## src/rtl/sha1_pkg.sv

```systemverilog
// Shared constants and FSM encoding for the SHA-1 message padder.
package sha1_pkg;

  localparam logic [31:0] SHA1_IV_H0 = 32'h67452301;
  localparam logic [31:0] SHA1_IV_H1 = 32'hEFCDAB89;
  localparam logic [31:0] SHA1_IV_H2 = 32'h98BADCFE;
  localparam logic [31:0] SHA1_IV_H3 = 32'h10325476;
  localparam logic [31:0] SHA1_IV_H4 = 32'hC3D2E1F0;
  localparam logic [159:0] SHA1_IV = {SHA1_IV_H0, SHA1_IV_H1, SHA1_IV_H2, SHA1_IV_H3,
                                      SHA1_IV_H4};

  localparam int unsigned WORDS_PER_BLK = 16;
  // Word index of the upper half of the 64-bit length field.
  localparam int unsigned LEN_WORD_HI = 14;
  localparam logic [31:0] PAD_MARK = 32'h80000000;

  typedef enum logic [2:0] {
    StIdle,
    StMsg,
    StMark,
    StZero,
    StLenH,
    StLenL,
    StKick,
    StWait
  } state_t;

  // Successor of a padding load at block position pos: the length field follows position 13,
  // a padding load at position 15 ends a block that cannot hold the length.
  function automatic state_t pad_next_state(input logic [3:0] pos);
    state_t nxt;
    nxt = StZero;
    if (pos == 4'(LEN_WORD_HI - 1)) begin
      nxt = StLenH;
    end else if (pos == 4'(WORDS_PER_BLK - 1)) begin
      nxt = StKick;
    end
    return nxt;
  endfunction

endpackage

```

## src/rtl/sha1_pad_word.sv

```systemverilog
// Builds the final message word: keeps the valid bytes, inserts the 0x80 marker in the first
// invalid byte and clears the rest. A full word (in_bytes = 0) passes through unchanged.
module sha1_pad_word (
  input  logic [31:0] in_data,
  input  logic [1:0]  in_bytes,
  output logic [31:0] pad_word
);

  // Byte-lane select for the marker position.
  always_comb begin
    pad_word = in_data;
    unique case (in_bytes)
      2'd1:    pad_word = {in_data[31:24], 8'h80, 16'h0000};
      2'd2:    pad_word = {in_data[31:16], 8'h80, 8'h00};
      2'd3:    pad_word = {in_data[31:8], 8'h80};
      default: pad_word = in_data;
    endcase
  end

endmodule

```

## src/rtl/sha1_msg_pad.sv

```systemverilog
// SHA-1 message padder: streams message words into the round core, appends the 0x80 marker,
// zero fill and 64-bit bit length, and sequences one 512-bit block per core run.
// Optional build macro SHA1_PAD_BLK_CNT_EN adds the blk_cnt output (blocks issued per message).
module sha1_msg_pad
  import sha1_pkg::*;
#(
  parameter int unsigned LEN_W = 64
) (
  input  logic         clk,
  input  logic         reset,
  input  logic [31:0]  in_data,
  input  logic         in_valid,
  input  logic         in_last,
  input  logic [1:0]   in_bytes,
  output logic         in_ready,
  output logic [31:0]  core_din,
  output logic         core_load,
  output logic         core_start,
  output logic         core_use_prev_cv,
  output logic [159:0] core_cv,
  input  logic         core_ready,
`ifdef SHA1_PAD_BLK_CNT_EN
  output logic [15:0]  blk_cnt,
`endif
  output logic         msg_done
);

  localparam logic [3:0] IdxLast = 4'(WORDS_PER_BLK - 1);

  state_t state_q, state_d;

  logic [3:0]       word_idx_q;
  logic [LEN_W-1:0] bit_len_q;
  logic [LEN_W-1:0] len_inc;
  logic [63:0]      len64;
  logic             last_blk_q;   // current block carries the length field
  logic             len_only_q;   // next block is zero fill plus length
  logic             pend_mark_q;  // next block starts with the marker word
  logic             use_prev_q;

  logic        load_d, load_q;
  logic        start_d, start_q;
  logic        done_d, done_q;
  logic [31:0] din_d, din_q;
  logic [31:0] last_word;

  logic accept;
  logic pad_fill;

  assign accept = (state_q == StMsg) && in_valid;
  // This load places or follows the marker, so the block is in its padding phase.
  assign pad_fill = (state_q == StMark) || (state_q == StZero) ||
                    (accept && in_last && (in_bytes != 2'd0));

  sha1_pad_word u_pad_word (
    .in_data  (in_data),
    .in_bytes (in_bytes),
    .pad_word (last_word)
  );

  // Bit-length increment for the accepted word.
  always_comb begin
    len_inc = LEN_W'(32);
    if (in_last && (in_bytes != 2'd0)) begin
      len_inc = LEN_W'({in_bytes, 3'b000});
    end
  end

  // Zero-extend the length counter into the 64-bit length field.
  always_comb begin
    len64 = '0;
    len64[LEN_W-1:0] = bit_len_q;
  end

  // State register.
  always_ff @(posedge clk) begin
    if (reset) begin
      state_q <= StIdle;
    end else begin
      state_q <= state_d;
    end
  end

  // Next-state logic.
  always_comb begin
    state_d = state_q;
    unique case (state_q)
      StIdle: if (in_valid) state_d = StMsg;
      StMsg: begin
        if (in_valid) begin
          if (in_last && (in_bytes != 2'd0)) begin
            state_d = pad_next_state(word_idx_q);
          end else if (word_idx_q == IdxLast) begin
            state_d = StKick;
          end else if (in_last) begin
            state_d = StMark;
          end
        end
      end
      StMark, StZero: state_d = pad_next_state(word_idx_q);
      StLenH:         state_d = StLenL;
      StLenL:         state_d = StKick;
      StKick:         state_d = StWait;
      StWait: begin
        if (core_ready) begin
          if (last_blk_q)       state_d = StIdle;
          else if (len_only_q)  state_d = StZero;
          else if (pend_mark_q) state_d = StMark;
          else                  state_d = StMsg;
        end
      end
      default: state_d = StIdle;
    endcase
  end

  // Output decode; core-facing outputs are registered below.
  always_comb begin
    in_ready = (state_q == StMsg);
    load_d   = 1'b0;
    din_d    = '0;
    start_d  = 1'b0;
    done_d   = 1'b0;
    unique case (state_q)
      StMsg: begin
        if (in_valid) begin
          load_d = 1'b1;
          din_d  = in_last ? last_word : in_data;
        end
      end
      StMark: begin
        load_d = 1'b1;
        din_d  = PAD_MARK;
      end
      StZero: load_d = 1'b1;
      StLenH: begin
        load_d = 1'b1;
        din_d  = len64[63:32];
      end
      StLenL: begin
        load_d = 1'b1;
        din_d  = len64[31:0];
      end
      StKick:  start_d = 1'b1;
      StWait:  done_d  = core_ready && last_blk_q;
      default: ;
    endcase
  end

  // Word counter, length accumulator, block flags and registered core outputs.
  always_ff @(posedge clk) begin
    if (reset) begin
      word_idx_q  <= '0;
      bit_len_q   <= '0;
      last_blk_q  <= 1'b0;
      len_only_q  <= 1'b0;
      pend_mark_q <= 1'b0;
      use_prev_q  <= 1'b0;
      load_q      <= 1'b0;
      din_q       <= '0;
      start_q     <= 1'b0;
      done_q      <= 1'b0;
    end else begin
      load_q  <= load_d;
      din_q   <= din_d;
      start_q <= start_d;
      done_q  <= done_d;
      if ((state_q == StIdle) && in_valid) begin
        word_idx_q  <= '0;
        bit_len_q   <= '0;
        last_blk_q  <= 1'b0;
        len_only_q  <= 1'b0;
        pend_mark_q <= 1'b0;
        use_prev_q  <= 1'b0;
      end
      if (load_d) begin
        word_idx_q <= word_idx_q + 4'd1;
      end
      if (accept) begin
        bit_len_q <= bit_len_q + len_inc;
      end
      if (pad_fill && (word_idx_q == IdxLast)) begin
        len_only_q <= 1'b1;
      end
      if (accept && in_last && (in_bytes == 2'd0) && (word_idx_q == IdxLast)) begin
        pend_mark_q <= 1'b1;
      end
      if (state_q == StLenL) begin
        last_blk_q <= 1'b1;
      end
      if ((state_q == StWait) && core_ready) begin
        use_prev_q  <= !last_blk_q;
        len_only_q  <= 1'b0;
        pend_mark_q <= 1'b0;
      end
    end
  end

`ifdef SHA1_PAD_BLK_CNT_EN
  logic [15:0] blk_cnt_q;

  // Blocks issued for the current message; holds after completion until the next message.
  always_ff @(posedge clk) begin
    if (reset) begin
      blk_cnt_q <= '0;
    end else if ((state_q == StIdle) && in_valid) begin
      blk_cnt_q <= '0;
    end else if (state_q == StKick) begin
      blk_cnt_q <= blk_cnt_q + 16'd1;
    end
  end

  assign blk_cnt = blk_cnt_q;
`endif

  assign core_din         = din_q;
  assign core_load        = load_q;
  assign core_start       = start_q;
  assign core_use_prev_cv = use_prev_q;
  assign core_cv          = SHA1_IV;
  assign msg_done         = done_q;

endmodule

```

## config.mk

```make
export PLATFORM = sky130hd
export DESIGN_NAME = sha1_msg_pad
export DESIGN_NICKNAME = d
export VERILOG_FILES = /design/src/rtl/sha1_pkg.sv /design/src/rtl/sha1_pad_word.sv /design/src/rtl/sha1_msg_pad.sv
export SDC_FILE = /design/constraint.sdc
export NUM_CORES = 1
export LEC_CHECK = 0
export ABC_AREA = 1
export BUFFER_PORTS_ARGS = -buffer_cell sky130_fd_sc_hd__buf_2
export CORE_MARGIN = 1
export CORE_UTILIZATION = 30
export CTS_BUF_LIST = sky130_fd_sc_hd__clkbuf_8
export CTS_CLUSTER_SIZE = 30
export DETAILED_ROUTE_END_ITERATION = 12
export HOLD_SLACK_MARGIN = 0.05
export PLACE_DENSITY = 0.51
export SLEW_MARGIN = 15
export SYNTH_ARGS = -nofsm -noshare
export SYNTH_HDL_FRONTEND = slang
export SYNTH_SLANG_ARGS = --single-unit
export TNS_END_PERCENT = 1
```

## constraint.sdc

```tcl
create_clock -name clk -period 2.1 [get_ports clk]
set_clock_uncertainty 0.2 [all_clocks]
set_input_delay 0.315 -clock clk [delete_from_list [all_inputs] [get_ports clk]]
set_output_delay 0.315 -clock clk [all_outputs]
set_load 0.02 [all_outputs]
```

==> summary.md, run 1 <==
| Metric | Value |
|---|---|
| Status | `finished, final reports clean` |
| I/O Buffers | `75` |
| Final #Nets | `1,333` |
| Logic pwr share | `18.5%` |
| Synth Register Bits | `107` |
| Gr usage total | `20.0%` |
| P_int | `2.72 mW` |
| DR vias/cell | `4.53` |
| Average size of a mapped cell | `6.58 um^2` |
| Post-synth top area share | `29.3%` |
| Reg2reg start | `bit_len_q[3]$_SDFFE_PP0P_` |
| Post-synth EDFFs | `0` |
| Std-Cell Rows | `56` |
| Clk Latency, worst-skew pair | `410 ps` |
| Tightest Pin Transition | `551 ps` |
| DRT iter0 DRCs | `464` |
| Reg-to-reg endpoint | `bit_len_q[21]$_SDFFE_PP0P_` |
| Slew headroom | `62.9%` |
| Antenna Cells | `0` |
| Slowest CP cell | `dfxtp_4` |
| Sequential fraction of the synthesis area | `29.3%` |
| Die Width | `158 um` |
| IO Pins | `236` |
| H-tree lvl count | `3` |
| Crit Path Class | `reg -> reg` |
| Util after Layout | `36.6%` |
| Max Cap Viol | `0` |
| Initial antenna violation count | `0` |
| Top delay family on crit path | `simple AND/OR/NAND/NOR gates` |
| Clk pwr share | `31.9%` |
| Yosys cell types | `44` |
| Mapped Cells | `1,110` |
| First-pass GRT wire length | `36,900 um` |
| Grt total ovfl | `0` |
| CTS tree | `built` |
| Worst Hold Class | `in -> reg` |
| Pins Over Slew Limit | `0` |
| Hold_sp | `in_data[7]` |
| Fraction of registers with async set/reset | `0%` |
| Fin. Hold Viols | `0` |
| Fillers | `2,686` |
| CP cell instances | `ha_4, fa_2, nand2_2, a21oi_4, nand3_2, nor2_4, buf_4, buf_4, nor2_1, nor2_1, nand2_1, a21oi_1` |
| R2R setup slack | `30 ps` |
| Average wire per standard cell | `15.4 um` |
| Fmax | `483 MHz` |
| CTS Root Cell | `clkbuf_8` |
| Synthesized area | `7300 um^2` |
| RSZ-0062 raised after global routing | `yes` |
| Buf/Inv on CP | `2` |
| Top_reg_cell synth | `dfxtp_1` |
| CTS sink count | `107` |
| Synth top area cells | `dfxtp_1 (29%), buf_4 (17%), nand2_1 (13%)` |
| Area added between synthesis and finish | `18.8%` |
| CP endpoint kind | `flop` |
| P_leak | `3.69 nW` |
| Dominant cell type by area after synthesis | `dfxtp_1` |
| Full die area | `25,000 um^2` |
| Final Setup Violations | `0` |
| Die Span Y | `158 um` |
| P per Cell Area | `483 nW/um^2` |
| Gpl congestion | `0.971` |
| Worst hold stages | `5` |
| Fin crit share | `98.6%` |
| Synth warn | `0` |
| Critical Path Start Type | `flop` |
| Net Sw Power | `1.47 mW` |
| WHS Endpoint | `core_din[7]$_SDFF_PP0_` |
| Router iterations before antenna repair | `5` |
| Hold_ws | `86.9 ps` |
| Max clock buf depth | `2` |
| Largest net degree at the start of global routing | `68` |
| Residual DRC | `0` |
| CP Data Required Time | `2250 ps` |
| Final worst path period need | `2070 ps` |
| Setup_tns | `0 ps` |
| Reg power frac | `49.6%` |
| HPWL after detailed placement | `19,700 um` |
| CP arrival | `2220 ps` |
| Final wirelength | `24,800 um` |
| Vias post-DR | `7,291` |
| Layout cells sized above 1 | `19.4%` |
| Placeable Area | `23,700 um^2` |
| Peak per-stage delay on the critical path | `390 ps` |
| Cells on worst reg2reg path | `12` |
| Post-route ant nets | `0` |
| Clock transition at path regs | `120 ps` |
| Vias in the first global route | `6,630` |
| Initial Util | `30.8%` |
| CTS Buf Count | `9` |
| CP max FO | `4` |
| Switching share of power | `35.0%` |
| Worst VDD drop | `0.275 mV` |
==> final cells by class <==
type                    instances  area [um^2]  share of cell area, %
flip-flops and latches        107         2150                   24.8
inverters                     122          464                   5.35
well taps                     319          399                   4.60
clock buffers                   9          124                   1.43
multi-input cells             852         4080                   47.0
repair buffers                195         1390                   16.1
clock inverters                 7         71.3                  0.822
==> worst max-delay path by stage <==
stage,from,cells after the start,slack [ps],end
2_1_floorplan,in_bytes[1],13,20,bit_len_q[45]$_SDFFE_PP0P_
3_3_place_gp,in_last,14,-390,bit_len_q[45]$_SDFFE_PP0P_
3_5_place_dp,in_last,14,-410,bit_len_q[45]$_SDFFE_PP0P_
4_1_cts,bit_len_q[3]$_SDFFE_PP0P_,11,5,bit_len_q[47]$_SDFFE_PP0P_
5_1_grt,bit_len_q[3]$_SDFFE_PP0P_,11,-110,bit_len_q[45]$_SDFFE_PP0P_
6_report,bit_len_q[3]$_SDFFE_PP0P_,12,30,bit_len_q[21]$_SDFFE_PP0P_
==> synth_stat cells, types with 6 or more instances <==
master / instances
nor2_1: 121
o22ai_1: 8
buf_2: 13
nand3_1: 86
dfxtp_1: 107
inv_1: 111
buf_4: 163
o21ai_0: 19
ha_1: 6
a31oi_1: 19
clkbuf_1: 8
a21oi_1: 59
nand2_2: 8
o211ai_1: 8
nor2_2: 13
nor3_1: 20
nand2_1: 246
inv_2: 8
nand4_1: 31
nor2_4: 8
==> cell usage in the layout, fill, tap and decap left out, types with 30 or more instances in the layout <==
cell type	Yosys	routed
nand2_1	246	240
nand3_1	86	83
dfxtp_1	107	104
buf_2	13	75
nand4_1	31	31
dlygate4sd3_1	0	30
a21oi_1	59	58
inv_1	111	110
conb_1	2	160
buf_4	163	86
nor2_1	121	118
==> worst reg2reg max path, delay by kind of cell, from the launching register on <==
family,cells,cell delay [ps]
AO/OA/AOI/OAI,2,270
buffers and inverters,2,250
AND/OR/NAND/NOR,6,560
flip-flops,1,390
adder cells (fa/ha/maj),2,340
==> power groups by stage <==
stage	logic (mW)	clock network (mW)	registers, mW
2_1_floorplan	0.729	0	2.14
3_3_place_gp	0.727	0	2.12
3_5_place_dp	0.725	0	2.12
4_1_cts	0.771	1.39	2.08
5_1_grt	0.846	1.46	2.08
6_report	0.776	1.34	2.08
==> sequential cells by signal (all words and copies together) (netlist names) <==
signal            cells
bit_len_q            61
core_din             32
core_load             1
core_start            1
core_use_prev_cv      1
last_blk_q            1
len_only_q            1
msg_done              1
pend_mark_q           1
state_q               3
word_idx_q            4
==> per-layer routing <==
layer / up-vias / wire (um) / GRT usage [%]
met2: 259 / 11300 / 32.5
met1: 3362 / 11100 / 25.3
met5: - / 0 / 0
met4: 0 / 727 / 7.23
li1: 3628 / - / -
met3: 42 / 1720 / 5.26
==> through the flow <==
stage | cell area (um^2) | power (mW) | worst slack, ps | instances
after floorplan | 7930 | 2.87 | 19.1 | 1268
after global placement | 8050 | 2.85 | -393 | 1559
after detailed placement | 8050 | 2.85 | -410 | 1559
after CTS | 8570 | 4.23 | 4.81 | 1605
after global routing | 8670 | 4.39 | -107 | 1611
final | 8670 | 4.19 | 29.8 | 1611
==> repair_timing <==
item                                    CTS  global route
hold buffers                             30             0
endpoints found under the setup margin   14            38
hold endpoints to repair                 32             0
pin swaps                                 2             7
buffers inserted                          0             6
gates resized for setup                   6            23
==> cell families after synthesis <==
| kind of cell | share of synthesized area [%] |
|---|---|
| AO/OA/AOI/OAI | 10.9 |
| buffers and inverters | 24.5 |
| AND/OR/NAND/NOR | 33.4 |
| adder cells (fa/ha/maj) | 1.30 |
| flip-flops | 29.3 |
| XOR/XNOR | 0.360 |
| other | 0.103 |
Power figures use the tool's default switching activity.
==> run 2, diff against run 1 <==
CTS_BUF_LIST = not set   (was sky130_fd_sc_hd__clkbuf_8)
==> summary.md, run 2 (synthesis results as in run 1) <==
| Metric | Value |
|---|---|
| Status | `finished, final reports clean` |
| Fmax | `483 MHz` |
| CTS Root Cell | `clkbuf_16` |
| Layout cells sized above 1 | `19.5%` |
| Top delay family on crit path | `simple AND/OR/NAND/NOR gates` |
| Router iterations before antenna repair | `5` |
| Crit Path Class | `reg -> reg` |
| CP endpoint kind | `flop` |
| Clk Latency, worst-skew pair | `370 ps` |
| Fillers | `2,677` |
| Vias post-DR | `7,283` |
| Worst hold stages | `5` |
| Largest net degree at the start of global routing | `68` |
| DR vias/cell | `4.53` |
| Reg area | `2150 um^2` |
| CTS sink count | `107` |
| Max reg flops | `61` |
| Vias in the first global route | `6,631` |
| Post-route insts no fill | `1,606` |
| Area added between synthesis and finish | `19.5%` |
| Final wirelength | `24,800 um` |
| Final worst path period need | `2070 ps` |
| CTS tree | `built` |
| P per Cell Area | `529 nW/um^2` |
| CP arrival | `2170 ps` |
| CP cell instances | `ha_4, fa_2, nand2_2, a21oi_4, nand3_2, nor2_4, buf_4, buf_4, nor2_1, nor2_1, nand2_1, a21oi_1` |
| Grt total ovfl | `0` |
| WHS Endpoint | `core_din[24]$_SDFF_PP0_` |
| Final worst slack | `30.7 ps` |
| Clock transition at path regs | `90 ps` |
| HPWL after detailed placement | `19,700 um` |
| Most frequent cells in the layout | `nand2_1 (241), conb_1 (160), nor2_1 (118)` |
| Slew headroom | `63.1%` |
| Setup_tns | `0 ps` |
| DRT iter0 DRCs | `551` |
| Gr usage total | `20.0%` |
| Dpl cells | `1,559` |
| R2R setup slack | `30 ps` |
| Area of the multi-input gates | `4070 um^2` |
| Final #Nets | `1,328` |
| Initial antenna violation count | `0` |
| Reg2reg start | `bit_len_q[3]$_SDFFE_PP0P_` |
| CP max FO | `4` |
| Overall power | `4.62 mW` |
| Antenna Cells | `0` |
| Die Span Y | `158 um` |
| Initial Util | `30.8%` |
| Worst VDD drop | `0.341 mV` |
| Worst Hold Class | `in -> reg` |
| H-tree lvl count | `3` |
| IO Pins | `236` |
| Cells on worst reg2reg path | `12` |
| Average wire per standard cell | `15.4 um` |
| CTS Buf Count | `9` |
| Final Instance Area | `8720 um^2` |
| Max clock buf depth | `2` |
| Max Cap Viol | `0` |
| Dpl ws | `-410 ps` |
| CP Data Required Time | `2210 ps` |
| Hold_sp | `in_data[24]` |
| First-pass GRT wire length | `36,900 um` |
| Tightest Pin Transition | `548 ps` |
| Die Width | `158 um` |
| Peak per-stage delay on the critical path | `370 ps` |
| RSZ-0062 raised after global routing | `yes` |
| I/O Buffers | `75` |
| Buf/Inv on CP | `2` |
| Post-route ant nets | `0` |
| Reg-to-reg endpoint | `bit_len_q[21]$_SDFFE_PP0P_` |
| Commonest non-fill, non-tap cell in the layout | `nand2_1` |
| Final Setup Violations | `0` |
| Full die area | `25,000 um^2` |
| P_leak | `3.72 nW` |
| Pins Over Slew Limit | `0` |
| Placed instance area | `8050 um^2` |
| Placeable Area | `23,700 um^2` |
| Std-Cell Rows | `56` |
| Fin crit share | `98.5%` |
| Largest register by flop count | `bit_len_q` |
| Fin. Hold Viols | `0` |
| Slowest CP cell | `dfxtp_4` |
| Critical Path Start Type | `flop` |
| Gpl congestion | `0.971` |
| Residual DRC | `0` |
## run 2: power by group
group,switching (mW),internal [mW]
Combinational,0.574,0.194
Sequential,0.0214,2.05
Clock,0.931,0.842
## run 2: worst max path at each step
stage / from / to / slack [ps] / cells after the start
finish: bit_len_q[3]$_SDFFE_PP0P_ / bit_len_q[21]$_SDFFE_PP0P_ / 30 / 12
detailed placement: in_last / bit_len_q[45]$_SDFFE_PP0P_ / -410 / 14
global placement: in_last / bit_len_q[45]$_SDFFE_PP0P_ / -390 / 14
floorplan: in_bytes[1] / bit_len_q[45]$_SDFFE_PP0P_ / 20 / 13
global route: bit_len_q[3]$_SDFFE_PP0P_ / bit_len_q[45]$_SDFFE_PP0P_ / -100 / 11
CTS: bit_len_q[3]$_SDFFE_PP0P_ / bit_len_q[47]$_SDFFE_PP0P_ / -5 / 11
## run 2: per-stage QoR
stage	hold WS, ps	util [%]
floorplan	246	-
global placement	256	34.0
detailed placement	260	34.0
CTS	54.0	36.4
global route	94.6	36.8
finish	63.3	36.8
## run 2: area by class of cell
type / count / share of cell area (%)
Sequential cell: 107 / 24.6
Tap cell: 319 / 4.57
Inverter: 122 / 5.32
Clock inverter: 7 / 0.817
Clock buffer: 9 / 2.58
Multi-Input combinational cell: 852 / 46.7
Timing Repair Buffer: 190 / 15.4
## run 2: routing by layer
metal | track usage (%) | wire, um | vias up
li1 | - | - | 3621
met1 | 25.5 | 11000 | 3348
met2 | 32.5 | 11200 | 271
met3 | 4.41 | 1690 | 43
met4 | 8.33 | 812 | 0
met5 | 0 | 0 | -
## run 2: worst register-to-register path, cell delays in order, from the launching register on
cell and delay [ps]:
dfxtp_4 370, ha_4 140, fa_2 200, nand2_2 80
a21oi_4 170, nand3_2 120, nor2_4 200, buf_4 150
buf_4 100, nor2_1 30, nor2_1 80, nand2_1 60
a21oi_1 100
## run 2: repair_timing
item,in CTS,in global routing
hold buffers,25,0
buffers inserted,0,6
pin swaps,1,7
endpoints found under the hold margin,25,0
setup endpoints to repair,12,34
resized for setup,6,22
